===== src/rtl/hash_stream_core.sv =====
`timescale 1ns/1ps
// hash_stream_core: byte-serial hash. Each message byte is mixed into a
// DIGEST_W-bit chaining value over ROUNDS rotate/add rounds. The byte count
// is then absorbed as LEN_W/8 padding bytes before the digest is released.
module hash_stream_core #(
  parameter int                  DIGEST_W = 32,
  parameter int                  LEN_W    = 64,
  parameter int                  ROUNDS   = 8,
  parameter logic [DIGEST_W-1:0] IV       = DIGEST_W'(32'h3B6A2F91)
) (
  input  logic                clk,
  input  logic                rst_n,
  input  logic                start,
  input  logic [LEN_W-1:0]    len_in,
  input  logic                msg_valid,
  input  logic [7:0]          msg_byte,
  input  logic                msg_last,
  output logic                msg_ready,
  output logic                busy,
  output logic [DIGEST_W-1:0] digest,
  output logic                digest_valid,
  output logic                hash_err
);

  localparam int         N        = DIGEST_W / 8;
  localparam int         P        = LEN_W / 8;
  localparam logic [7:0] R_LAST   = 8'(ROUNDS - 1);
  localparam logic [2:0] PAD_LAST = 3'(P - 1);

  typedef enum logic [2:0] {IDLE, ABSORB, ROUND, PAD, DONE} state_e;

  // Rotate an 8-bit lane left by s positions.
  function automatic logic [7:0] rotl8(input logic [7:0] x, input logic [2:0] s);
    logic [15:0] d;
    d = {x, x} << s;
    return d[15:8];
  endfunction

  // One round over all lanes at once. Every lane reads the old value of h.
  function automatic logic [DIGEST_W-1:0] round_fn(input logic [DIGEST_W-1:0] h,
                                                   input logic [7:0]          b,
                                                   input logic [7:0]          r);
    logic [DIGEST_W-1:0] res;
    logic [7:0]          t;
    t   = b ^ r;
    res = '0;
    for (int j = 0; j < N; j++) begin
      res[8*j +: 8] = rotl8(h[8*((j+1)%N) +: 8] ^ t, 3'(j) + r[2:0]) + h[8*j +: 8];
    end
    return res;
  endfunction

  state_e              state_q, state_d;
  logic [DIGEST_W-1:0] h_q, h_d;
  logic [DIGEST_W-1:0] digest_q, digest_d;
  logic [LEN_W-1:0]    cnt_q, cnt_d;
  logic [LEN_W-1:0]    len_q, len_d;
  logic [7:0]          b_q, b_d;
  logic [7:0]          r_q, r_d;
  logic [2:0]          pad_idx_q, pad_idx_d;
  logic                final_q, final_d;
  logic                digest_valid_q, digest_valid_d;
  logic                hash_err_q, hash_err_d;
  logic                msg_ready_q, msg_ready_d;
  logic                busy_q, busy_d;

  logic [LEN_W-1:0]    cnt_inc;
  logic [LEN_W-1:0]    pad_shift;
  logic [7:0]          round_byte;
  logic [DIGEST_W-1:0] h_round;
  logic                len_hit;

  // Round datapath: message byte in ROUND, selected byte of cnt in PAD.
  always_comb begin
    cnt_inc    = cnt_q + LEN_W'(1);
    len_hit    = (cnt_inc == len_q);
    pad_shift  = cnt_q >> {pad_idx_q, 3'b000};
    round_byte = (state_q == PAD) ? pad_shift[7:0] : b_q;
    h_round    = round_fn(h_q, round_byte, r_q);
  end

  // Next-state and next-value logic for the whole FSM.
  always_comb begin
    // NOTE: every signal gets a default first so no path leaves it unassigned, which would infer a latch.
    state_d        = state_q;
    h_d            = h_q;
    digest_d       = digest_q;
    cnt_d          = cnt_q;
    len_d          = len_q;
    b_d            = b_q;
    r_d            = r_q;
    pad_idx_d      = pad_idx_q;
    final_d        = final_q;
    digest_valid_d = 1'b0;
    hash_err_d     = hash_err_q;

    unique case (state_q)
      IDLE, DONE: begin
        if (start) begin
          h_d        = IV;
          cnt_d      = '0;
          len_d      = len_in;
          r_d        = '0;
          pad_idx_d  = '0;
          final_d    = 1'b0;
          hash_err_d = 1'b0;
          state_d    = (len_in == '0) ? PAD : ABSORB;
        end
      end
      ABSORB: begin
        if (msg_valid && msg_ready_q) begin
          b_d     = msg_byte;
          cnt_d   = cnt_inc;
          r_d     = '0;
          final_d = msg_last | len_hit;
          // Only one of the two end conditions firing means the length lied.
          hash_err_d = hash_err_q | (msg_last ^ len_hit);
          state_d    = ROUND;
        end
      end
      ROUND: begin
        h_d = h_round;
        r_d = r_q + 8'd1;
        if (r_q == R_LAST) begin
          r_d       = '0;
          pad_idx_d = '0;
          state_d   = final_q ? PAD : ABSORB;
        end
      end
      PAD: begin
        h_d = h_round;
        r_d = r_q + 8'd1;
        if (r_q == R_LAST) begin
          r_d = '0;
          if (pad_idx_q == PAD_LAST) begin
            digest_d       = h_round;
            digest_valid_d = 1'b1;
            state_d        = DONE;
          end else begin
            pad_idx_d = pad_idx_q + 3'd1;
          end
        end
      end
      default: state_d = IDLE;
    endcase

    msg_ready_d = (state_d == ABSORB);
    busy_d      = (state_d == ABSORB) || (state_d == ROUND) || (state_d == PAD);
  end

  // State register; outputs are registered copies decoded from the next state.
  always_ff @(posedge clk or negedge rst_n) begin
    // NOTE: the chaining value and digest are reset too, so no stale hash is visible after an abort.
    if (!rst_n) begin
      state_q        <= IDLE;
      h_q            <= '0;
      digest_q       <= '0;
      cnt_q          <= '0;
      len_q          <= '0;
      b_q            <= '0;
      r_q            <= '0;
      pad_idx_q      <= '0;
      final_q        <= 1'b0;
      digest_valid_q <= 1'b0;
      hash_err_q     <= 1'b0;
      msg_ready_q    <= 1'b0;
      busy_q         <= 1'b0;
    end else begin
      // NOTE: non-blocking so every flop samples pre-edge values regardless of statement order.
      state_q        <= state_d;
      h_q            <= h_d;
      digest_q       <= digest_d;
      cnt_q          <= cnt_d;
      len_q          <= len_d;
      b_q            <= b_d;
      r_q            <= r_d;
      pad_idx_q      <= pad_idx_d;
      final_q        <= final_d;
      digest_valid_q <= digest_valid_d;
      hash_err_q     <= hash_err_d;
      msg_ready_q    <= msg_ready_d;
      busy_q         <= busy_d;
    end
  end

  assign msg_ready    = msg_ready_q;
  assign busy         = busy_q;
  assign digest       = digest_q;
  assign digest_valid = digest_valid_q;
  assign hash_err     = hash_err_q;

endmodule


===== config.mk =====
export PLATFORM = sky130hd
export DESIGN_NAME = hash_stream_core
export DESIGN_NICKNAME = d
export VERILOG_FILES = /design/src/rtl/hash_stream_core.sv
export SDC_FILE = /design/constraint.sdc
export NUM_CORES = 1
export LEC_CHECK = 0
export ABC_AREA = 1
export BUFFER_PORTS_ARGS = -buffer_cell sky130_fd_sc_hd__buf_2
export CAP_MARGIN = 30
export CORE_ASPECT_RATIO = 1.1
export CORE_UTILIZATION = 40
export DETAILED_ROUTE_END_ITERATION = 6
export PLACE_DENSITY = 0.57
export SKIP_LAST_GASP = 1
export SLEW_MARGIN = 30
export SYNTH_ARGS = -nofsm -noshare
export SYNTH_HDL_FRONTEND = slang
export SYNTH_SLANG_ARGS = --single-unit

===== constraint.sdc =====
create_clock -name clk -period 8 [get_ports clk]
set_input_delay 0.4 -clock clk [delete_from_list [all_inputs] [get_ports clk]]
set_output_delay 0.4 -clock clk [all_outputs]
set_load 0.01 [all_outputs]

# Word level (Yosys, flattened, before mapping)
# Index checks and enable logic that the tools add are counted.
# W data, S select, Z words.
# word_totals
output_inout_bits,36
ff_bits,219
# op_classes
add_sub_neg,10
bitwise_logic,8
n_shift,5
n_eq_ne,15
n_mux,31
n_reduce_logical,18
# op_table
operator,count
$mux W64,2
$pmux W64 S2,1
$add A64 B1 Y64 const B,1
$eq A64 B64 Y1,1
$logic_not A64 Y1,1
$pmux W32 S2,1
$shl A16 B3 Y16,4
$shr A64 B6 Y8,1
$xor A8 B8 Y8,5
$add A8 B8 Y8,4
$mux W32,1
$mux W8,4
$mux W3,9
$pmux W8 S3,1
$eq A3 B2 Y1 const B,4
$pmux W3 S4,1
$pmux W3 S3,1
$reduce_and A3 Y1,3
$add A8 B1 Y8 const B,1
$eq A8 B3 Y1 const B,1
$ne A2 B2 Y1 const B,4
$add A2 B3 Y3 const A,2
$eq A3 B1 Y1 const B,2
$eq A3 B3 Y1 const B,2
16 further kinds,30

# Depth between registers and ports, before layout
# Gate-level depths: netlist of the first run.
# depth
depth_word,7
mapped_depth,31

# Worst setup path before layout of the first run
# No wires, ideal clock.
# synth_path
path_kind,flip-flop to flip-flop
startpoint,register r_q[1]
endpoint,register h_q[31]
path_buffers,4
path_stages_with_launch,24
setup_ns,0.117
slack_ns,4.176
t_required_ns,7.883
period_less_slack_ns,3.824
arrival_ns,3.707
cell_sequence,dfrtp_1 -> clkbuf_1 -> clkinv_1 -> clkbuf_1 -> ha_1 -> clkbuf_1 -> clkinv_1 -> buf_1 -> nand2_1 -> nand3_1 -> nand2_1 -> ha_1 -> a21oi_1 -> nand2_1 -> a21oi_1 -> o21ai_0 -> a21oi_1 -> nor2_1 -> nor2_1 -> xor2_1 -> nand3b_1 -> nand2_1 -> nand2_1 -> nand2_1
# synth_via
elab_chain_cells,5
word_cells_on_any_way,6
classes_between,2 x add/sub; 1 x shift; 1 x mux; 2 x bitwise
# synth_lines
element,line,rtl
start: declaration,59,"logic [7:0] r_q, r_d;"
start signal: assignment,176,r_q <= r_d;
"parallel branches: the longest is 2 deep, another holds $add A2 B3 Y3",-,
$shl A16 B3 Y16 (*),35,"d = {x, x} << s;"
$add A8 B8 Y8 (*),48,"res[8*j +: 8] = rotl8(h[8*((j+1)%N) +: 8] ^ t, 3'(j) + r[2:0]) + h[8*j +: 8];"
$pmux W32 S2 (*),97,unique case (state_q)
end signal: assignment,156,h_q <= '0;
end signal: assignment,171,h_q <= h_d;
end: declaration,54,"logic [DIGEST_W-1:0] h_q, h_d;"
# Mark *: on every way between the ends.
# A chain may end at the register's enable or synchronous reset.

# Worst setup path after layout of the first run
# layout_path
startpoint,register r_q[1]
endpoint,register digest_q[15] (netlist: digest[15])
# layout_via
elab_chain_cells,4
word_cells_on_any_way,7
classes_between,2 x add/sub; 1 x eq/ne; 1 x shift; 2 x bitwise; 1 x reduce/logical
# layout_lines
element,line,rtl
"parallel branches: the longest is 4 deep, another holds $add A8 B8 Y8",-,
end signal: assignment,172,digest_q <= digest_d;
end: declaration,55,"logic [DIGEST_W-1:0] digest_q, digest_d;"
# Parallel ways; which one is timed is not known.

==> results of run 1 <==
## sequential cells by signal, indices dropped and copies added (netlist names), 3 cells and up
signal,cells
len_q,64
state_q,3
pad_idx_q,3
h_q,32
r_q,8
digest,32
cnt_q,64
b_q,8
## per-layer routing
layer,track usage [%],part of all wire [%]
met5,0,0
met4,10.4,3.5
met3,2.50,3.3
met2,53.7,52
met1,33.5,41
## cell type report
class,count,area (µm²)
fill,3973,20100
multi-input combinational,1613,8250
tap,494,618
clock buffer,38,797
clock inverter,9,105
sequential,219,5480
timing repair buffer,128,726
inverter,255,962
## worst max-delay path: stages (launching register included)
cell and delay, ns:
dfrtp_1 0.82, clkinv_1 0.74, ha_1 0.87, clkinv_1 0.59, nand3_1 0.28, nand3_1 0.10
nand2_1 0.10, ha_1 0.27, a21oi_1 0.16, nand2_1 0.10, a21oi_1 0.14, o21bai_1 0.10
a21oi_1 0.15, nor2_1 0.05, nor2_1 0.15, xor2_1 0.19, nand3b_1 0.13, nand2_1 0.07
nand2_1 0.06, nand2_1 0.05
## cells in the final DEF, fill, tap and decap left out, types with 3 or more instances in the layout
cell,n
inv_1,228
o21ai_0,105
nor3_4,3
nor3_2,10
or4_1,4
o21bai_1,6
clkinv_2,5
nor2_1,129
clkbuf_16,27
a31oi_1,10
nor2_2,11
xnor2_1,13
or2_2,4
o22ai_1,71
nand4_1,26
ha_1,35
xnor3_1,3
clkbuf_8,8
clkinv_1,9
nand2_2,18
nor3_1,30
nand3_1,349
xor2_1,50
nor2_4,8
o21ai_1,4
a21oi_1,31
nand3b_1,18
buf_4,13
a22oi_1,7
nand2_1,635
fa_1,4
buf_2,111
nand3_2,4
clkbuf_1,3
inv_2,16
nor4_1,6
dfrtp_1,219
## where the power goes
part	total, W	switching [W]	internal, W
logic	0.00463	0.00304	0.00160
registers	0.00171	0.000302	0.00141
clock network	0.00127	0.000517	0.000755
## cells by family after synthesis
logic type,Yosys count
AOI/OAI and AO/OA,244
xor gates and xnor gates,66
DFF,219
buffers and inverters,323
adders and majority gates,39
and+or+nand+nor,1264
## worst paths after layout
check,from,end,slack (ns),cells past startpoint
worst max-delay path,r_q[1],digest[15],2.73,19
worst min-delay path,msg_byte[2],b_q[2],0.05,3
worst max register to register,r_q[1],digest[15],2.73,19
worst min register to register,digest[21],digest[21],0.48,2
max in group asynchronous,rst_n,cnt_q[41],6.30,4
min in group asynchronous,rst_n,h_q[2],0.38,2
## through the flow
step	std cells	power (W)	worst slack (ns)
2_1_floorplan	2155	0.00503	4.18
3_3_place_gp	2707	0.00632	2.92
3_5_place_dp	2707	0.00636	2.87
4_1_cts	2755	0.00766	2.83
5_1_grt	2756	0.00830	2.38
6_report	2756	0.00761	2.73
==> metrics, run 1 <==
status=finished clean; DR iter-0 viols=966; leak pwr=8.34 nW; CP Max Fanout=20; total CTS buffers=27; # nets final=2360; top-area cell type share of the netlist area=36.5%; first-pass GRT wire length=between 80000 and 90000 µm; CTS tree=done; Max Buffers Root-to-Sink=3; WS Path Type=flop to flop; Max VDD drop=0.000318 V; H-tree depth=1; register clock-pin slew on the reported worst setup and hold paths=0.07 ns; Startpoint Class=flop; post-synthesis async set-or-reset flop share=100%; GR Overflow Total=0; Cells after Synth=2155; synthesis-to-layout area growth=12.9%; library cells used by synthesis=50; Clock Latency Late Sink=0.56 ns; Post-Route WL=54000 µm; post-synthesis adder-cell area fraction=3.45%; die width=~190 µm; full die area=38300 µm²; Hold WS=0.0464 ns; Final Cell Area=16900 µm²; max frequency=190 MHz; max capacitance violation total=0; Slew HR=37.1%; Warnings, synthesis=0; main area contributors after synthesis=dfrtp_1, nand2_1, nand3_1, inv_1, o21ai_0; GRT Total Usage=approximately 28%; initial antenna violation count=0; Yosys reg bits=219; via count=14754; unrepaired setup endpoints after global routing=false; number of synthesized flops with an enable pin=0; GPL Wtd Cong=between 0.9 and 1; share of post-route cells with drive strength above 1=roughly 11%; CP endpoint kind=flop; Die Height=205 µm; drt first pass iters=7; DRC viols=0; Std-Cell Core Area=37000 µm²; Pwr Density=450 nW/µm²; Post-CTS Setup Bufs=0; Netlist Area Pre-Place=about 15000 µm²; count leader, synth=nand2_1; post-synthesis sequential area ratio=36.5%; final-report max-slew violation count=0; TritonCTS Sinks=about 220; Post-Synth Simple-Gate Area=38.0%; IO buf count=112; Compound-Gate Fraction of Synth Area=9.21%; ys flop type=dfrtp_1; Antenna Nets Post-Route=0; post-layout util=a little under half; root buffer cell=clkbuf_16; WL/cell=a little under 20 µm; multiplexer share of the synthesized area=0%; Rows=74; pin slew with the least headroom to its limit=0.943 ns; ant diodes=0; Final Cycle Share=65.9%; Avg Vias per Cell=roughly 5.4; Final Critical Period=5.27 ns; Synth Net Count=2271; cell taking the most area after synthesis=dfrtp_1; Cell Area, Placed=roughly 16000 µm²; vias in the first global route=14534; HP Class=primary input to flop; largest net degree at the start of global routing=150; hpwl dp=41700 µm; post-synthesis xor/xnor area fraction=4.13%; Setup Skew=0.0187 ns; post-cts hold buffer count=1; io pins=113; initial core utilization=40.5%; Worst Path Arrival=5.70 ns; final hold viol count=0; number of gates resized after cts=0; Worst EP required=approximately 8.4 ns; Post-synth top cells=nand2_1, nand3_1, inv_1; largest family of logic cells by synthesized area=simple AND/OR/NAND/NOR gates; setup violators final=0; Post-Syn Area per Cell=6.96 µm²; setup_tns=0 ns
Power figures use the tool's default switching activity.
==> run 2, diff against run 1 <==
==> constraint.sdc (replaced) <==
create_clock -name clk -period 5.5 [get_ports clk]
set_input_delay 0.275 -clock clk [delete_from_list [all_inputs] [get_ports clk]]
set_output_delay 0.275 -clock clk [all_outputs]
set_load 0.01 [all_outputs]
==> run 2 against run 1 <==
Effect of this change: critical path depth is the same; highest routed layer unchanged; fmax grew 19%; sequential share of layout area shrank 1.0 points; largest cell class unchanged; design area grew 3.3%; critical endpoint unchanged; via count grew 2.5%; global-route usage grew 0.37 points; sequential power grew 47%; first-iteration DRC count shrank 4.2%; wire length grew 2.1%; largest power group unchanged; combinational power grew 45%; count of clock-buffer cells in the layout shrank 3.
==> metrics, run 2 (synthesized netlist as in run 1, its figures left out) <==
Slew HR=38.8% (+1.7 points); status=finished clean; Die Height=205 µm (unchanged); slowest stage delay, CP=0.87 ns (about the same); leak pwr=8.56 nW (+2.7%); die width=187 µm (unchanged); Post-CTS Setup Bufs=0 (unchanged); io pins=113 (unchanged); Final Critical Period=4.44 ns (-0.825 ns); # nets final=2427 (+2.8%); max capacitance violation total=0 (unchanged); setup violators final=0 (unchanged); Most common cell on crit path=nand2_1; final-report max-slew violation count=0 (unchanged); GRT Total Usage=28.9% (+0.37 points); DR iter-0 viols=925 (-4.2%); Worst Path Arrival=4.87 ns (-0.83 ns); root buffer cell=clkbuf_16; Max VDD drop=0.000432 V (+36%); WS Path Type=flop to flop; Antenna Nets Post-Route=0 (unchanged); initial antenna violation count=0 (unchanged); DRC viols=0 (unchanged); # fillers=3872 (-2.5%); share of post-route cells with drive strength above 1=10.8% (-0.40 points); CP top delay family=simple AND/OR/NAND/NOR gates; Post-Route WL=55100 µm (+2.1%); number of gates resized after cts=0 (unchanged); GR Overflow Total=0 (unchanged); CTS tree=done; Rows=74 (unchanged); Max Buffers Root-to-Sink=3 (unchanged); critical path buffer and inverter count=1 (-1); worst-path cell chain=ha_1 > nor2_1 > nor2_1 > clkinv_1 > nand3_1 > nand2_1 > ha_1 > a21oi_1 > nand2_1 > a21oi_1 > o21bai_1 > a21oi_1 > nor2_1 > nor2_1 > xor2_1 > nand3b_1 > nand2_1 > nand2_1 > nand2_1; via count=15121 (+2.5%); drt first pass iters=6 (-1); Clock Latency Late Sink=0.57 ns (about the same); DP Cell Count=2713 (+0.22%); Startpoint Class=flop; Avg Vias per Cell=5.36 (+0.13%); IO buf count=112 (unchanged); Final Cycle Share=80.8% (+15 points); CP endpoint kind=flop; total CTS buffers=25 (-7.4%); worst hold path cell count=3 (unchanged); WL/cell=19.5 µm (-0.30%); Pwr Density=624 nW/µm² (+39%); commonest non-fill, non-tap cell in the layout=nand2_1; R2R depth=19 (unchanged); max frequency=225 MHz (+19%); first-pass GRT wire length=85100 µm (+1.2%); Setup Skew=0.0323 ns (+0.0136 ns); non-filler cells, final=2821 (+2.4%); Std-Cell Core Area=37000 µm² (unchanged); largest registers=cnt_q: 64 flops, len_q: 64 flops; CP Max Fanout=20 (unchanged); Critical Path Slowest Stage Cell=dfrtp_1; Worst EP required=5.93 ns (-2.50 ns); vias in the first global route=14890 (+2.4%); final hold viol count=0 (unchanged); H-tree depth=1 (unchanged); register clock-pin slew on the reported worst setup and hold paths=0.06 ns (about the same); HP Class=primary input to flop; full die area=38300 µm² (unchanged); pin slew with the least headroom to its limit=0.910 ns (-0.0332 ns); synthesis-to-layout area growth=16.6%; unrepaired setup endpoints after global routing=false; setup_tns=0 ns (unchanged); initial core utilization=40.5% (unchanged); GPL Wtd Cong=0.975 (+2.9%); TritonCTS Sinks=219 (unchanged); most frequent cells in the layout=nand2_1, nand3_1, inv_1; post-cts hold buffer count=65 (+64); largest net degree at the start of global routing=83 (-45%); hpwl dp=42500 µm (+2.0%); Levels on crit path=19 (unchanged); ant diodes=0 (unchanged)
==> run 2: cell types whose count changed in the layout (fill, tap and decap cells not counted), moves of 3 or more <==
cell and delta:
clkinv_2 -3, dlygate4sd3_1 +64, clkbuf_1 +3, clkbuf_8 -4, buf_4 +5, inv_6 +3
==> run 2: worst reg2reg max path, delay by kind of cell, from the launching register on <==
kind	cells	cell delay, ns
AOI/OAI and AO/OA	4	0.56
and+or+nand+nor	11	1.52
DFF	1	0.87
adders and majority gates	2	0.66
buffers and inverters	1	0.49
xor gates and xnor gates	1	0.20
==> run 2: final timing paths <==
| path | startpoint | to | slack (ns) |
|---|---|---|---|
| hold reg to reg | b_q[7] | b_q[7] | 0.47 |
| hold / removal | len_in[16] | len_q[16] | 0.02 |
| setup reg to reg | r_q[1] | digest[15] | 1.06 |
| setup / recovery | r_q[1] | digest[15] | 1.06 |
| min in group asynchronous | rst_n | digest[9] | 0.30 |
| max in group asynchronous | rst_n | len_q[5] | 4.00 |
==> run 2: cell type report <==
class	count	area, µm²	share of cell area [%]
repair buffers	197	1380	7.88
clock buffers	35	703	4.02
multi-input cells	1613	8250	47.1
flip-flops and latches	219	5480	31.3
clock inverters	8	104	0.594
inverters	255	962	5.50
well taps	494	618	3.53
==> run 2: through the flow <==
stage / hold WS [ns] / worst slack [ns] / power, W / cell area (µm²) / util [%]
2_1_floorplan: -0.0206 / 1.68 / 0.00732 / 15000 / -
3_3_place_gp: 0.318 / 1.12 / 0.00911 / 16000 / 43.3
3_5_place_dp: 0.324 / 1.13 / 0.00919 / 16000 / 43.3
4_1_cts: 0.000935 / 1.09 / 0.0110 / 17500 / 47.2
5_1_grt: 0.0232 / 0.573 / 0.0120 / 17500 / 47.2
6_report: 0.0178 / 1.06 / 0.0109 / 17500 / 47.2
==> run 2: metal layers <==
layer,wire [µm],global-route usage (%),vias to the layer above
met3,2040,2.74,135
met4,2970,14.7,0
met1,22300,33.4,7150
met5,0,0,-
li1,-,-,7420
met2,27800,53.0,416
==> run 2: power by group <==
part,internal [W],leakage [nW],switching (W)
Combinational,0.00236,5.32,0.00434
Clock,0.000985,0.394,0.000723
Sequential,0.00205,2.85,0.000467
Total,0.00539,8.56,0.00553
==> run 3, diff against run 2 <==
==> constraint.sdc (replaced) <==
create_clock -name clk -period 4.6 [get_ports clk]
set_input_delay 0.23 -clock clk [delete_from_list [all_inputs] [get_ports clk]]
set_output_delay 0.23 -clock clk [all_outputs]
set_load 0.01 [all_outputs]
==> run 3 against run 2 <==
Effect of this change: count of clock-buffer cells in the layout unchanged; sequential share of layout area decreased by 0.38 points; critical path depth increased by 7; design area up 1.2%; clock skew is 0.020 ns lower; largest cell class unchanged.
==> metrics, run 3 (synthesized netlist as in run 1, its figures left out) <==
Critical Path Slowest Stage Cell=dfrtp_1; largest net degree at the start of global routing=134 (+61%); Max Buffers Root-to-Sink=3 (unchanged); CP Max Fanout=33 (+65%); initial core utilization=40.5% (unchanged); most frequent cells in the layout=nand2_1, nand3_1, inv_1; die width=187 µm (unchanged); final hold viol count=0 (unchanged); total CTS buffers=27 (+8.0%); GR Overflow Total=0 (unchanged); initial antenna violation count=0 (unchanged); Std-Cell Core Area=37000 µm² (unchanged); WS Path Type=flop to flop; slowest stage delay, CP=0.42 ns (-0.45 ns); largest registers=cnt_q: 64 flops, len_q: 64 flops; full die area=38300 µm² (unchanged); setup violators final=0 (unchanged); DR iter-0 viols=1069 (+16%); HP Class=primary input to flop; H-tree depth=1 (unchanged); Post-Route WL=55300 µm (+0.48%); CP top delay family=simple AND/OR/NAND/NOR gates; TritonCTS Sinks=219 (unchanged); Max VDD drop=0.000496 V (+15%); leak pwr=8.68 nW (+1.3%); WL/cell=19.5 µm (-0.26%); vias in the first global route=14826 (-0.43%); Pwr Density=745 nW/µm² (+19%); hpwl dp=42600 µm (+0.20%); max capacitance violation total=0 (unchanged); Final Critical Period=4.15 ns (-0.292 ns); Avg Vias per Cell=5.34 (-0.40%); Most common cell on crit path=nand2_1; Worst EP required=5.04 ns (-0.89 ns); pin slew with the least headroom to its limit=0.998 ns (+0.0882 ns); # fillers=3811 (-1.6%); IO buf count=112 (unchanged); drt first pass iters=6 (unchanged); max frequency=241 MHz (+7.0%); CP endpoint kind=flop; Antenna Nets Post-Route=0 (unchanged); Final Cycle Share=90.3% (+9.5 points); GPL Wtd Cong=0.976 (+0.14%); commonest non-fill, non-tap cell in the layout=nand2_1; register clock-pin slew on the reported worst setup and hold paths=0.06 ns (about the same); share of post-route cells with drive strength above 1=11.4% (+0.54 points); io pins=113 (unchanged); Rows=74 (unchanged); ant diodes=0 (unchanged); CTS tree=done; Clock Latency Late Sink=0.56 ns (about the same); via count=15172 (+0.34%); unrepaired setup endpoints after global routing=false; synthesis-to-layout area growth=18.0%; DRC viols=0 (unchanged); setup_tns=0 ns (unchanged); Die Height=205 µm (unchanged); Total Power=0.0132 W (+21%); first-pass GRT wire length=85300 µm (+0.18%); status=finished clean; # nets final=2446 (+0.78%); root buffer cell=clkbuf_16; Worst Path Arrival=4.59 ns (-0.28 ns); critical path buffer and inverter count=2 (+1); final-report max-slew violation count=0 (unchanged); Slew HR=32.9% (-5.9 points); post-layout util=47.8% (+0.57 points); Setup Skew=0.0127 ns (-0.0196 ns); Startpoint Class=flop; GRT Total Usage=29.1% (+0.21 points)
-- run 3: cell types whose count changed in the layout (fill, tap and decap cells not counted), sizes merged --
| cell | before | now |
|---|---|---|
| dlygate4sd3 | 65 | 73 |
| clkinvlp | 1 | 2 |
| buf | 132 | 141 |
| clkinv | 11 | 17 |
| inv | 249 | 246 |
-- run 3: power breakdown --
group | total [W] | internal (W) | switching (W)
clock network | 0.00212 | 0.00125 | 0.000875
logic | 0.00806 | 0.00287 | 0.00518
registers | 0.00301 | 0.00245 | 0.000563
-- run 3: tightest hold or removal path: stages --
cell	delay [ns]
buf_2	0.08
inv_1	0.07
o21ai_0	0.16
-- run 3: stage by stage --
step                      cells  hold WS [ns]  instance area (µm²)  setup WS [ns]
after global placement     2722         0.281                16100          0.507
after CTS                  2842       0.00513                17700          0.442
after detailed placement   2722         0.290                16100          0.474
after floorplan            2155       -0.0656                15000          0.776
final                      2842        0.0308                17700          0.448
after global routing       2842        0.0262                17700        0.00423
-- run 3: worst paths after layout --
check	depth (start not counted)	slack, ns	endpoint	start
min in group asynchronous	2	0.26	h_q[2]	rst_n
hold / removal	3	0.03	len_q[53]	len_in[53]
setup reg to reg	26	0.45	digest[7]	pad_idx_q[0]
max in group asynchronous	3	3.06	cnt_q[32]	rst_n
setup / recovery	26	0.45	digest[7]	pad_idx_q[0]
hold reg to reg	2	0.48	digest[17]	digest[17]
-- run 3: layout make-up --
type / instances / area, µm² / area share (%)
Sequential cell: 219 / 5480 / 31.0
Clock buffer: 35 / 746 / 4.21
Multi-Input combinational cell: 1613 / 8250 / 46.6
Tap cell: 494 / 618 / 3.49
Clock inverter: 12 / 119 / 0.671
Timing Repair Buffer: 214 / 1540 / 8.67
Inverter: 255 / 962 / 5.43
-- run 3: timing repair --
| action | 4_1_cts | 5_1_grt |
|---|---|---|
| endpoints found under the hold margin | 158 | 0 |
| buffers inserted | 0 | 0 |
| gates resized for setup | 0 | 1 |
| hold buffers | 73 | 0 |
| setup endpoints to repair | 0 | 2 |
-- run 3: layer usage --
| metal | part of all wire, % | GRT usage (%) | vias to the layer above |
|---|---|---|---|
| met5 | 0 | 0 | - |
| met3 | 4.2 | 2.96 | 113 |
| met2 | 50 | 53.2 | 438 |
| met1 | 41 | 34.1 | 7177 |
| met4 | 4.8 | 13.6 | 0 |
| li1 | - | - | 7444 |
